<file path="src/rtl/spi_xfer_queue.sv">
// rtl/spi_xfer_queue.sv - TX/RX word queues feeding an SPI master's start/ready/done handshake
// Launches one master transfer per queued TX word and captures each received word for the host.
module spi_xfer_queue #(
  parameter int DATA_WIDTH = 8,
  parameter int FIFO_DEPTH = 4
) (
  input  logic                        clk,
  input  logic                        rst,
  input  logic [DATA_WIDTH-1:0]       tx_data,
  input  logic                        tx_valid,
  output logic                        tx_ready,
  output logic [DATA_WIDTH-1:0]       rx_data,
  output logic                        rx_valid,
  input  logic                        rx_ready,
  output logic [$clog2(FIFO_DEPTH):0] tx_count,
  output logic [$clog2(FIFO_DEPTH):0] rx_count,
  output logic [15:0]                 xfer_cnt,
  output logic                        busy,
  input  logic                        spi_ready,
  input  logic                        spi_done,
  input  logic [DATA_WIDTH-1:0]       spi_rcv_data,
  output logic                        spi_start,
  output logic [DATA_WIDTH-1:0]       spi_snd_data
);

  localparam int AW = $clog2(FIFO_DEPTH);
  localparam logic [AW:0] DEPTH   = FIFO_DEPTH[AW:0];
  localparam logic [AW:0] PTR_ONE = {{AW{1'b0}}, 1'b1};

  typedef enum logic [1:0] {S_IDLE, S_START, S_BUSY} state_e;

  state_e                state_q, state_d;
  logic                  spi_start_q, spi_start_d;
  logic [DATA_WIDTH-1:0] spi_snd_data_q, spi_snd_data_d;
  logic [15:0]           xfer_cnt_q, xfer_cnt_d;
  logic [AW:0]           tx_wr_q, tx_wr_d, tx_rd_q, tx_rd_d;
  logic [AW:0]           rx_wr_q, rx_wr_d, rx_rd_q, rx_rd_d;
  logic [DATA_WIDTH-1:0] tx_mem_q [FIFO_DEPTH];
  logic [DATA_WIDTH-1:0] tx_mem_d [FIFO_DEPTH];
  logic [DATA_WIDTH-1:0] rx_mem_q [FIFO_DEPTH];
  logic [DATA_WIDTH-1:0] rx_mem_d [FIFO_DEPTH];
  logic                  tx_push;
  logic                  rx_pop;

  // Pointers carry an extra wrap bit, so full and empty are distinguishable by subtraction.
  assign tx_count     = tx_wr_q - tx_rd_q;
  assign rx_count     = rx_wr_q - rx_rd_q;
  assign tx_ready     = (tx_count != DEPTH);
  assign rx_valid     = (rx_count != '0);
  assign rx_data      = rx_mem_q[rx_rd_q[AW-1:0]];
  assign tx_push      = tx_valid && tx_ready;
  assign rx_pop       = rx_valid && rx_ready;
  assign busy         = (state_q != S_IDLE) || (tx_count != '0);
  assign spi_start    = spi_start_q;
  assign spi_snd_data = spi_snd_data_q;
  assign xfer_cnt     = xfer_cnt_q;

  always_comb begin
    state_d        = state_q;
    spi_start_d    = 1'b0;
    spi_snd_data_d = spi_snd_data_q;
    xfer_cnt_d     = xfer_cnt_q;
    tx_wr_d        = tx_wr_q;
    tx_rd_d        = tx_rd_q;
    rx_wr_d        = rx_wr_q;
    rx_rd_d        = rx_rd_q;
    tx_mem_d       = tx_mem_q;
    rx_mem_d       = rx_mem_q;

    if (tx_push) begin
      tx_mem_d[tx_wr_q[AW-1:0]] = tx_data;
      tx_wr_d                   = tx_wr_q + PTR_ONE;
    end

    case (state_q)
      // Requiring a free RX slot at launch guarantees the received word always has room.
      S_IDLE: begin
        if ((tx_count != '0) && (rx_count < DEPTH) && spi_ready) begin
          spi_snd_data_d = tx_mem_q[tx_rd_q[AW-1:0]];
          tx_rd_d        = tx_rd_q + PTR_ONE;
          spi_start_d    = 1'b1;
          state_d        = S_START;
        end
      end
      S_START: state_d = S_BUSY;
      S_BUSY: begin
        if (spi_done) begin
          rx_mem_d[rx_wr_q[AW-1:0]] = spi_rcv_data;
          rx_wr_d                   = rx_wr_q + PTR_ONE;
          xfer_cnt_d                = xfer_cnt_q + 16'd1;
          state_d                   = S_IDLE;
        end
      end
      default: state_d = S_IDLE;
    endcase

    if (rx_pop) begin
      rx_rd_d = rx_rd_q + PTR_ONE;
    end
  end

  always_ff @(posedge clk or posedge rst) begin
    if (rst) begin
      state_q        <= S_IDLE;
      spi_start_q    <= 1'b0;
      spi_snd_data_q <= '0;
      xfer_cnt_q     <= '0;
      tx_wr_q        <= '0;
      tx_rd_q        <= '0;
      rx_wr_q        <= '0;
      rx_rd_q        <= '0;
      tx_mem_q       <= '{default: '0};
      rx_mem_q       <= '{default: '0};
    end else begin
      state_q        <= state_d;
      spi_start_q    <= spi_start_d;
      spi_snd_data_q <= spi_snd_data_d;
      xfer_cnt_q     <= xfer_cnt_d;
      tx_wr_q        <= tx_wr_d;
      tx_rd_q        <= tx_rd_d;
      rx_wr_q        <= rx_wr_d;
      rx_rd_q        <= rx_rd_d;
      tx_mem_q       <= tx_mem_d;
      rx_mem_q       <= rx_mem_d;
    end
  end

endmodule
</file>
<file path="config.mk">
export PLATFORM = sky130hd
export DESIGN_NAME = spi_xfer_queue
export DESIGN_NICKNAME = d
export VERILOG_FILES = /design/src/rtl/spi_xfer_queue.sv
export SDC_FILE = /design/constraint.sdc
export NUM_CORES = 1
export LEC_CHECK = 0
export CORE_UTILIZATION = 50
export CTS_CLUSTER_SIZE = 28
export DETAILED_ROUTE_END_ITERATION = 16
export PLACE_DENSITY_LB_ADDON = 0.2
export SYNTH_ARGS = -nofsm -noshare
export SYNTH_HDL_FRONTEND = slang
export SYNTH_SLANG_ARGS = --single-unit
</file>
<file path="constraint.sdc">
create_clock -name clk -period 3.2 [get_ports clk]
set_clock_uncertainty 0.2 [all_clocks]
set_input_delay 0.64 -clock clk [delete_from_list [all_inputs] [get_ports clk]]
set_output_delay 0.64 -clock clk [all_outputs]
set_load 0.01 [all_outputs]
</file>
==> metrics.json, run 1 <==
{
  "run_status": {"value": "complete, no violations"},
  "clock_power_share": {"value": 0.129},
  "first_global_vias": {"value": 2885},
  "met2RoutedLength": {"value": 4.277, "unit": "mm"},
  "num_antenna_cells": {"value": 0},
  "switching_power": {"value": 2.069, "unit": "mW"},
  "crit_path_start_kind": {"value": "flop"},
  "pwr-share-comb": {"value": 0.519},
  "clock_insertion_delay_worst_skew": {"value": 0.37, "unit": "ns"},
  "worst-setup-path-type": {"value": "flop to output pin"},
  "max-vdd-ir-drop": {"value": 0.5010, "unit": "mV"},
  "totalPowerFinal": {"value": 6.253, "unit": "mW"},
  "tightest_slew": {"value": 0.7529, "unit": "ns"},
  "share_of_synthesized_area_occupied_by_flip_flops_and_latches": {"value": 0.5373},
  "detailedRoute.firstIterationViolations": {"value": 84},
  "overflow": {"value": 0},
  "clock_tree.htree_level_count": {"value": 3},
  "cts.clk_slew.worst_paths": {"value": 0.11, "unit": "ns"},
  "power.density_cell_area": {"value": 1064, "unit": "nW/um^2"},
  "synthesized_netlist_cell_count": {"value": 313},
  "timing.final.crit_share": {"value": 0.9592},
  "grt_setup_unrepaired": {"value": "false"},
  "cap_violations": {"value": 0},
  "crit_arrival": {"value": 2.23, "unit": "ns"},
  "antenna_violating_nets_post_route": {"value": 0},
  "netSwitchingFraction": {"value": 0.3309},
  "final_util": {"value": 0.6327},
  "internal_power_consumption": {"value": 4.184, "unit": "mW"},
  "cts_tree": {"value": "yes"},
  "timing.max_slew.rel_slack": {"value": 0.4970},
  "cts_inserted_buffers": {"value": 9},
  "synth.ff_latch_count": {"value": 103},
  "crit_required": {"value": 2.36, "unit": "ns"},
  "cts_hold_repair.buffers": {"value": 0},
  "flow.area_growth_from_synthesis": {"value": 22.46, "unit": "%"},
  "critPathSlowestCell": {"value": "clkdlybuf4s50_1"},
  "cp_top_family": {"value": "buffers and inverters"},
  "report.final.setup_viol": {"value": 0},
  "timing.critical_path.to_type": {"value": "output pin"},
  "route.layer.met1.wl": {"value": 3.943, "unit": "mm"},
  "remaining_drc_errors": {"value": 0},
  "clock_sink_count": {"value": 103},
  "report.final.hold_viol_count": {"value": 0},
  "p_seq_frac": {"value": 0.352},
  "chipHeight": {"value": 99.95, "unit": "um"},
  "layout_setup_ws": {"value": 0.1305, "unit": "ns"},
  "fmax": {"value": 325.8, "unit": "MHz"},
  "sequential_cell_area": {"value": 2577, "unit": "sq um"},
  "die-width": {"value": 99.95, "unit": "um"},
  "clock_tree_root": {"value": "clkbuf_8"},
  "n_fill_cell": {"value": 727},
  "cellLeakagePower": {"value": 2.669, "unit": "nW"},
  "worst_path_largest_cell_delay": {"value": 0.55, "unit": "ns"},
  "grt_start_max_net_pins": {"value": 38},
  "gp_routability_congestion": {"value": 0.7890},
  "fp.dieArea": {"value": 9990, "unit": "sq um"},
  "synthesized_area": {"value": 4797, "unit": "sq um"},
  "cts_max_path_buffers": {"value": 2},
  "fraction_of_layout_instances_using_a_drive_strength_above_1": {"value": 0.3325},
  "core_area": {"value": 9284, "unit": "sq um"},
  "place.port_buffers": {"value": 63},
  "syn-mean-instance-area": {"value": 15.33, "unit": "sq um"},
  "top_signal_layer_used": {"value": "met4"},
  "multiInputGateArea": {"value": 2101, "unit": "sq um"},
  "gr-usage-all-layers": {"value": 0.1863},
  "timing.critical_path.fanout_max": {"value": 4},
  "post-route-min-period": {"value": 3.070, "unit": "ns"},
  "min_path_type": {"value": "flop to flop"},
  "yosysWarnings": {"value": 0},
  "nets": {"value": 432},
  "hpwlAfterDp": {"value": 5.750, "unit": "mm"},
  "boundary_pin_count": {"value": 64},
  "worstPathBufferInverterCount": {"value": 2},
  "library_cells_used_by_synthesis": {"value": 33},
  "total_count_of_max_transition_violations_in_the_final_report": {"value": 0},
  "rows": {"value": 35},
  "syn_nets": {"value": 350},
  "routedWlPerCell": {"value": 16.14, "unit": "um"},
  "firstDrtPassIters": {"value": 4},
  "met3RoutedLength": {"value": 202, "unit": "um"},
  "number_of_antenna_violations_at_the_first_check_in_global_routing": {"value": 0},
  "global_route_wire_length_before_repair": {"value": 14.30, "unit": "mm"},
  "dpl_worst_slack": {"value": 0.2747, "unit": "ns"},
  "floorplan.initialDensity": {"value": 0.5167},
  "wirelength": {"value": 8.538, "unit": "mm"},
  "vias": {"value": 2750},
  "cp_cell_sequence": {"value": "inv_1, ha_1, fa_1, xor3_2, clkdlybuf4s50_1"},
  "detail_route.vias_per_cell": {"value": 5.198},
  "totalNegativeSetupSlack": {"value": 0, "unit": "ns"}
}
## state kept, by name (all words and copies together), names as in the netlist
name / cells
rx_mem_q: 32
rx_rd_q: 3
rx_wr_q: 3
spi_snd_data: 8
spi_start: 1
state_q: 2
tx_mem_q: 32
tx_rd_q: 3
tx_wr_q: 3
xfer_cnt: 16
## layout by cell type, fill, tap and decap left out, types with 2 or more instances in the layout
cell,count
clkinv_4,2
inv_1,12
clkbuf_8,9
inv_6,2
dlygate4sd2_1,3
nor2_1,6
buf_4,16
xnor2_1,15
xor2_1,8
clkdlybuf4s50_1,59
nand4_1,5
mux2_2,44
nor4_1,2
buf_12,2
inv_8,3
mux2_4,32
ha_1,13
nand3_1,6
o21ai_0,2
and3_1,6
dfrtp_1,103
mux4_2,16
nand2_1,18
## cell families (layout without fill, tap and decap cells)
family	after synthesis	count (layout)	synth area share
flip-flops	103	103	0.5373
multiplexers	93	93	0.2806
AND/OR/NAND/NOR	49	49	0.05321
XOR/XNOR	25	25	0.05190
buffers and inverters	23	110	0.02556
adder cells (fa/ha/maj)	15	15	0.04225
AO/OA/AOI/OAI	5	5	0.009128
## through the flow
step           instance area, sq um  hold WS (ns)  std cells
6_report                       5874        0.2805        529
3_5_place_dp                   5627        0.2647        506
5_1_grt                        5874        0.3096        529
4_1_cts                        5847        0.2851        526
2_1_floorplan                  4801        0.2739        313
3_3_place_gp                   5627        0.2620        506
## synth_stat cells (all sizes together)
| cell | number | share of area |
|---|---|---|
| xnor2 | 15 | 0.027 |
| and2 | 1 | 0.0013 |
| o311ai | 1 | 0.0018 |
| o2111ai | 1 | 0.0031 |
| and3b | 1 | 0.0018 |
| mux4 | 16 | 0.075 |
| nor2 | 6 | 0.0047 |
| inv | 13 | 0.010 |
| o21ai | 2 | 0.0021 |
| nand2 | 18 | 0.014 |
| or2 | 1 | 0.0013 |
| buf | 9 | 0.015 |
| nand4 | 5 | 0.0065 |
| xnor3 | 1 | 0.0047 |
| xor3 | 1 | 0.0052 |
| xor2 | 8 | 0.015 |
| dfrtp | 103 | 0.54 |
| mux2 | 76 | 0.20 |
| and3 | 6 | 0.0078 |
| mux2i | 1 | 0.0021 |
| nand2b | 1 | 0.0013 |
| fa | 2 | 0.0083 |
| a311o | 1 | 0.0021 |
| nand3 | 7 | 0.0099 |
| nor4 | 2 | 0.0026 |
| clkbuf | 1 | 0.00078 |
| nand4b | 1 | 0.0018 |
| ha | 13 | 0.034 |
## layout make-up
class,instances,share of cell area
clock buffer,9,0.02109
clock inverter,7,0.01171
inverter,13,0.008946
multi-input combinational,187,0.3576
sequential,103,0.4388
tap,129,0.02748
timing repair buffer,81,0.1344
## per-layer routing
layer	vias to the layer above	track usage
li1	1280	-
met1	1405	0.2452
met2	55	0.3151
met3	10	0.02855
met4	0	0.06787
met5	-	0
## timing repair
action,CTS,global route
endpoints found under the hold margin,0,0
cloned,0,0
endpoints found under the setup margin,5,2
gates resized for setup,4,2
setup buffers,4,3
## path summary, 6_finish.rpt
| path | from | slack, ns | depth (start not counted) | to |
|---|---|---|---|---|
| hold reg to reg | xfer_cnt[15] | 0.28 | 1 | xfer_cnt[15] |
| max in group asynchronous | rst | 1.64 | 3 | tx_wr_q[0] |
| hold / removal | xfer_cnt[15] | 0.28 | 1 | xfer_cnt[15] |
| setup / recovery | tx_wr_q[0] | 0.13 | 5 | tx_count[2] |
| min in group asynchronous | rst | 0.54 | 2 | xfer_cnt[14] |
| setup reg to reg | tx_wr_q[0] | 0.59 | 9 | tx_mem_q[6] |
## power groups by stage
stage / Sequential (mW) / Combinational (mW) / Clock [mW]
final: 2.20 / 3.25 / 0.808
after global routing: 2.26 / 3.53 / 0.876
after CTS: 2.20 / 3.21 / 0.831
after detailed placement: 2.22 / 3.14 / 0
after global placement: 2.20 / 3.07 / 0
after floorplan: 2.18 / 2.10 / 0
No activity file was read; power rests on OpenSTA's default activity.
==> run 2, diff against run 1 <==
CELL_PAD_IN_SITES_DETAIL_PLACEMENT = 0   (was not set)
CELL_PAD_IN_SITES_GLOBAL_PLACEMENT = 1   (was not set)
CORE_UTILIZATION = 41   (was 50)
CTS_CLUSTER_SIZE = 25   (was 28)
==> metrics.json, run 2 (same netlist as run 1, synthesis figures left out) <==
{
  "min_path_type": {"value": "flop to flop", "change": "unchanged"},
  "timing.critical_path.fanout_max": {"value": 3, "change": "was 4"},
  "timing.critical_path.to_type": {"value": "output pin", "change": "unchanged"},
  "first_global_vias": {"value": 2874, "change": "was 2885"},
  "gp_routability_congestion": {"value": 0.7050, "change": "was 0.7890"},
  "critPathSlowestCell": {"value": "fa_2", "change": "was clkdlybuf4s50_1"},
  "fraction_of_layout_instances_using_a_drive_strength_above_1": {"value": 0.3367, "change": "was 0.3325"},
  "die-width": {"value": 110.2, "unit": "um", "change": "was 99.95 um"},
  "firstDrtPassIters": {"value": 4, "change": "unchanged"},
  "total_count_of_max_transition_violations_in_the_final_report": {"value": 0, "change": "unchanged"},
  "layout.cells.most_common_list": {"value": "dfrtp_1 (103), clkdlybuf4s50_1 (59), mux2_2 (44), mux2_4 (32), nand2_1 (18)", "change": "unchanged"},
  "crit_path_start_kind": {"value": "flop", "change": "unchanged"},
  "cellLeakagePower": {"value": 2.702, "unit": "nW", "change": "was 2.669 nW"},
  "fp.dieArea": {"value": 12140, "unit": "sq um", "change": "was 9990 sq um"},
  "hpwlAfterDp": {"value": 6.067, "unit": "mm", "change": "was 5.750 mm"},
  "chipHeight": {"value": 110.2, "unit": "um", "change": "was 99.95 um"},
  "cp_cell_sequence": {"value": "inv_1, ha_1, fa_2, xor3_2, buf_4, nor2_1, nand2_1, dlygate4sd2_1", "change": "was inv_1, ha_1, fa_1, xor3_2, clkdlybuf4s50_1"},
  "overflow": {"value": 0, "change": "unchanged"},
  "worst_path_largest_cell_delay": {"value": 0.36, "unit": "ns", "change": "was 0.55 ns"},
  "wirelength": {"value": 9.121, "unit": "mm", "change": "was 8.538 mm"},
  "power.density_cell_area": {"value": 1088, "unit": "nW/um^2", "change": "was 1064 nW/um^2"},
  "floorplan.initialDensity": {"value": 0.4201, "change": "was 0.5167"},
  "cts_max_path_buffers": {"value": 2, "change": "unchanged"},
  "core_area": {"value": 11420, "unit": "sq um", "change": "was 9284 sq um"},
  "report.final.setup_viol": {"value": 0, "change": "unchanged"},
  "clock_sink_count": {"value": 103, "change": "unchanged"},
  "routedWlPerCell": {"value": 16.77, "unit": "um", "change": "was 16.14 um"},
  "worst-setup-path-type": {"value": "flop to output pin", "change": "unchanged"},
  "report.final.hold_viol_count": {"value": 0, "change": "unchanged"},
  "cell_count_final_fillers_out": {"value": 544, "change": "was 529"},
  "tightest_slew": {"value": 0.6698, "unit": "ns", "change": "was 0.7529 ns"},
  "cts_inserted_buffers": {"value": 9, "change": "unchanged"},
  "antenna_violating_nets_post_route": {"value": 0, "change": "unchanged"},
  "cap_violations": {"value": 0, "change": "unchanged"},
  "nets": {"value": 433, "change": "was 432"},
  "place.port_buffers": {"value": 63, "change": "unchanged"},
  "run_status": {"value": "complete, no violations", "change": "unchanged"},
  "grt_setup_unrepaired": {"value": "false", "change": "unchanged"},
  "cts.clk_slew.worst_paths": {"value": 0.07, "unit": "ns", "change": "was 0.11 ns"},
  "cts_tree": {"value": "yes", "change": "unchanged"},
  "boundary_pin_count": {"value": 64, "change": "unchanged"},
  "detailedRoute.firstIterationViolations": {"value": 72, "change": "was 84"},
  "max-vdd-ir-drop": {"value": 0.4925, "unit": "mV", "change": "was 0.5010 mV"},
  "totalNegativeSetupSlack": {"value": 0, "unit": "ns", "change": "unchanged"},
  "post-route-min-period": {"value": 3.053, "unit": "ns", "change": "was 3.070 ns"},
  "fmax": {"value": 327.6, "unit": "MHz", "change": "was 325.8 MHz"},
  "global_route_wire_length_before_repair": {"value": 14.72, "unit": "mm", "change": "was 14.30 mm"},
  "mostFrequentLayoutCell": {"value": "dfrtp_1", "change": "unchanged"},
  "clock_insertion_delay_worst_skew": {"value": 0.35, "unit": "ns", "change": "was 0.37 ns"},
  "cell_count_after_placement": {"value": 521, "change": "was 506"},
  "rows": {"value": 39, "change": "was 35"},
  "grt_start_max_net_pins": {"value": 34, "change": "was 38"},
  "clock_tree.htree_level_count": {"value": 3, "change": "unchanged"},
  "timing.max_slew.rel_slack": {"value": 0.5525, "change": "was 0.4970"},
  "gr-usage-all-layers": {"value": 0.1658, "change": "was 0.1863"},
  "number_of_antenna_violations_at_the_first_check_in_global_routing": {"value": 0, "change": "unchanged"},
  "vias": {"value": 2749, "change": "was 2750"},
  "timing.final.crit_share": {"value": 0.9540, "change": "was 0.9592"},
  "crit_required": {"value": 2.36, "unit": "ns", "change": "about the same"},
  "crit_arrival": {"value": 2.21, "unit": "ns", "change": "was 2.23 ns"},
  "detail_route.vias_per_cell": {"value": 5.053, "change": "was 5.198"},
  "flow.area_growth_from_synthesis": {"value": 25.01, "unit": "%", "change": "was 22.46%"},
  "num_antenna_cells": {"value": 0, "change": "unchanged"},
  "remaining_drc_errors": {"value": 0, "change": "unchanged"},
  "clock_tree_root": {"value": "clkbuf_16", "change": "was clkbuf_8"}
}
[run 2: cell types whose count changed in the layout (fill, tap and decap cells not counted), sizes merged]
cell,previous run,this run
buf,18,19
clkbuf,9,10
clkinv,2,1
clkinvlp,1,3
dlygate4sd2,3,4
dlymetal6s2s,1,0
inv,17,15
[run 2: final timing paths]
check                              from  cells past startpoint         endpoint  slack (ns)
min                        xfer_cnt[15]                      1     xfer_cnt[15]        0.27
min reg2reg                xfer_cnt[15]                      1     xfer_cnt[15]        0.27
max                          tx_wr_q[0]                      8             busy        0.15
min in group asynchronous           rst                      2     tx_mem_q[24]        0.56
max reg2reg                  tx_wr_q[0]                      9  spi_snd_data[2]        0.54
max in group asynchronous           rst                      3     rx_mem_q[27]        1.62
[run 2: worst max-delay path: cells and delay by family (launching register included)]
family | cells | cell delay (ns)
AND/OR/NAND/NOR | 2 | 0.14
adder cells (fa/ha/maj) | 2 | 0.57
flip-flops | 1 | 0.35
XOR/XNOR | 1 | 0.28
buffers and inverters | 3 | 0.51
[run 2: metrics by stage]
| stage | hold slack (ns) | power, mW | worst slack [ns] | area (sq um) | utilization |
|---|---|---|---|---|---|
| after floorplan | 0.2739 | 4.280 | 0.7048 | 4801 | - |
| after global placement | 0.2615 | 5.326 | 0.2922 | 5652 | 0.4950 |
| after detailed placement | 0.2630 | 5.387 | 0.2667 | 5652 | 0.4950 |
| after CTS | 0.2750 | 6.613 | -0.01806 | 5979 | 0.5237 |
| after global routing | 0.3026 | 6.995 | 0.02302 | 5997 | 0.5252 |
| final | 0.2692 | 6.523 | 0.1472 | 5997 | 0.5252 |
[run 2: final cells by class]
class | instances | area (sq um)
Fill cell | 1010 | 5421
Sequential cell | 103 | 2577
Multi-Input combinational cell | 187 | 2103
Timing Repair Buffer | 82 | 793.3
Clock buffer | 10 | 239.0
Tap cell | 143 | 178.9
Clock inverter | 6 | 52.55
Inverter | 13 | 52.55
[run 2: routing by layer]
layer	wire, um	GRT usage	vias to the layer above
met3	309	0.04174	19
met2	4675	0.2853	51
met4	209	0.07237	0
met1	3926	0.1964	1409
li1	-	-	1270
met5	0	0	-
[run 2: timing repair]
action	CTS	global route
pin swaps	1	1
gates resized for setup	6	1
buffers inserted	5	2
setup endpoints to repair	5	3
hold buffers	0	0
[run 2: power by group]
group	switching [mW]	total [mW]	internal [mW]
clock	0.511	1.07	0.561
combinational	1.26	3.25	1.99
sequential	0.327	2.20	1.88
total	2.10	6.52	4.42
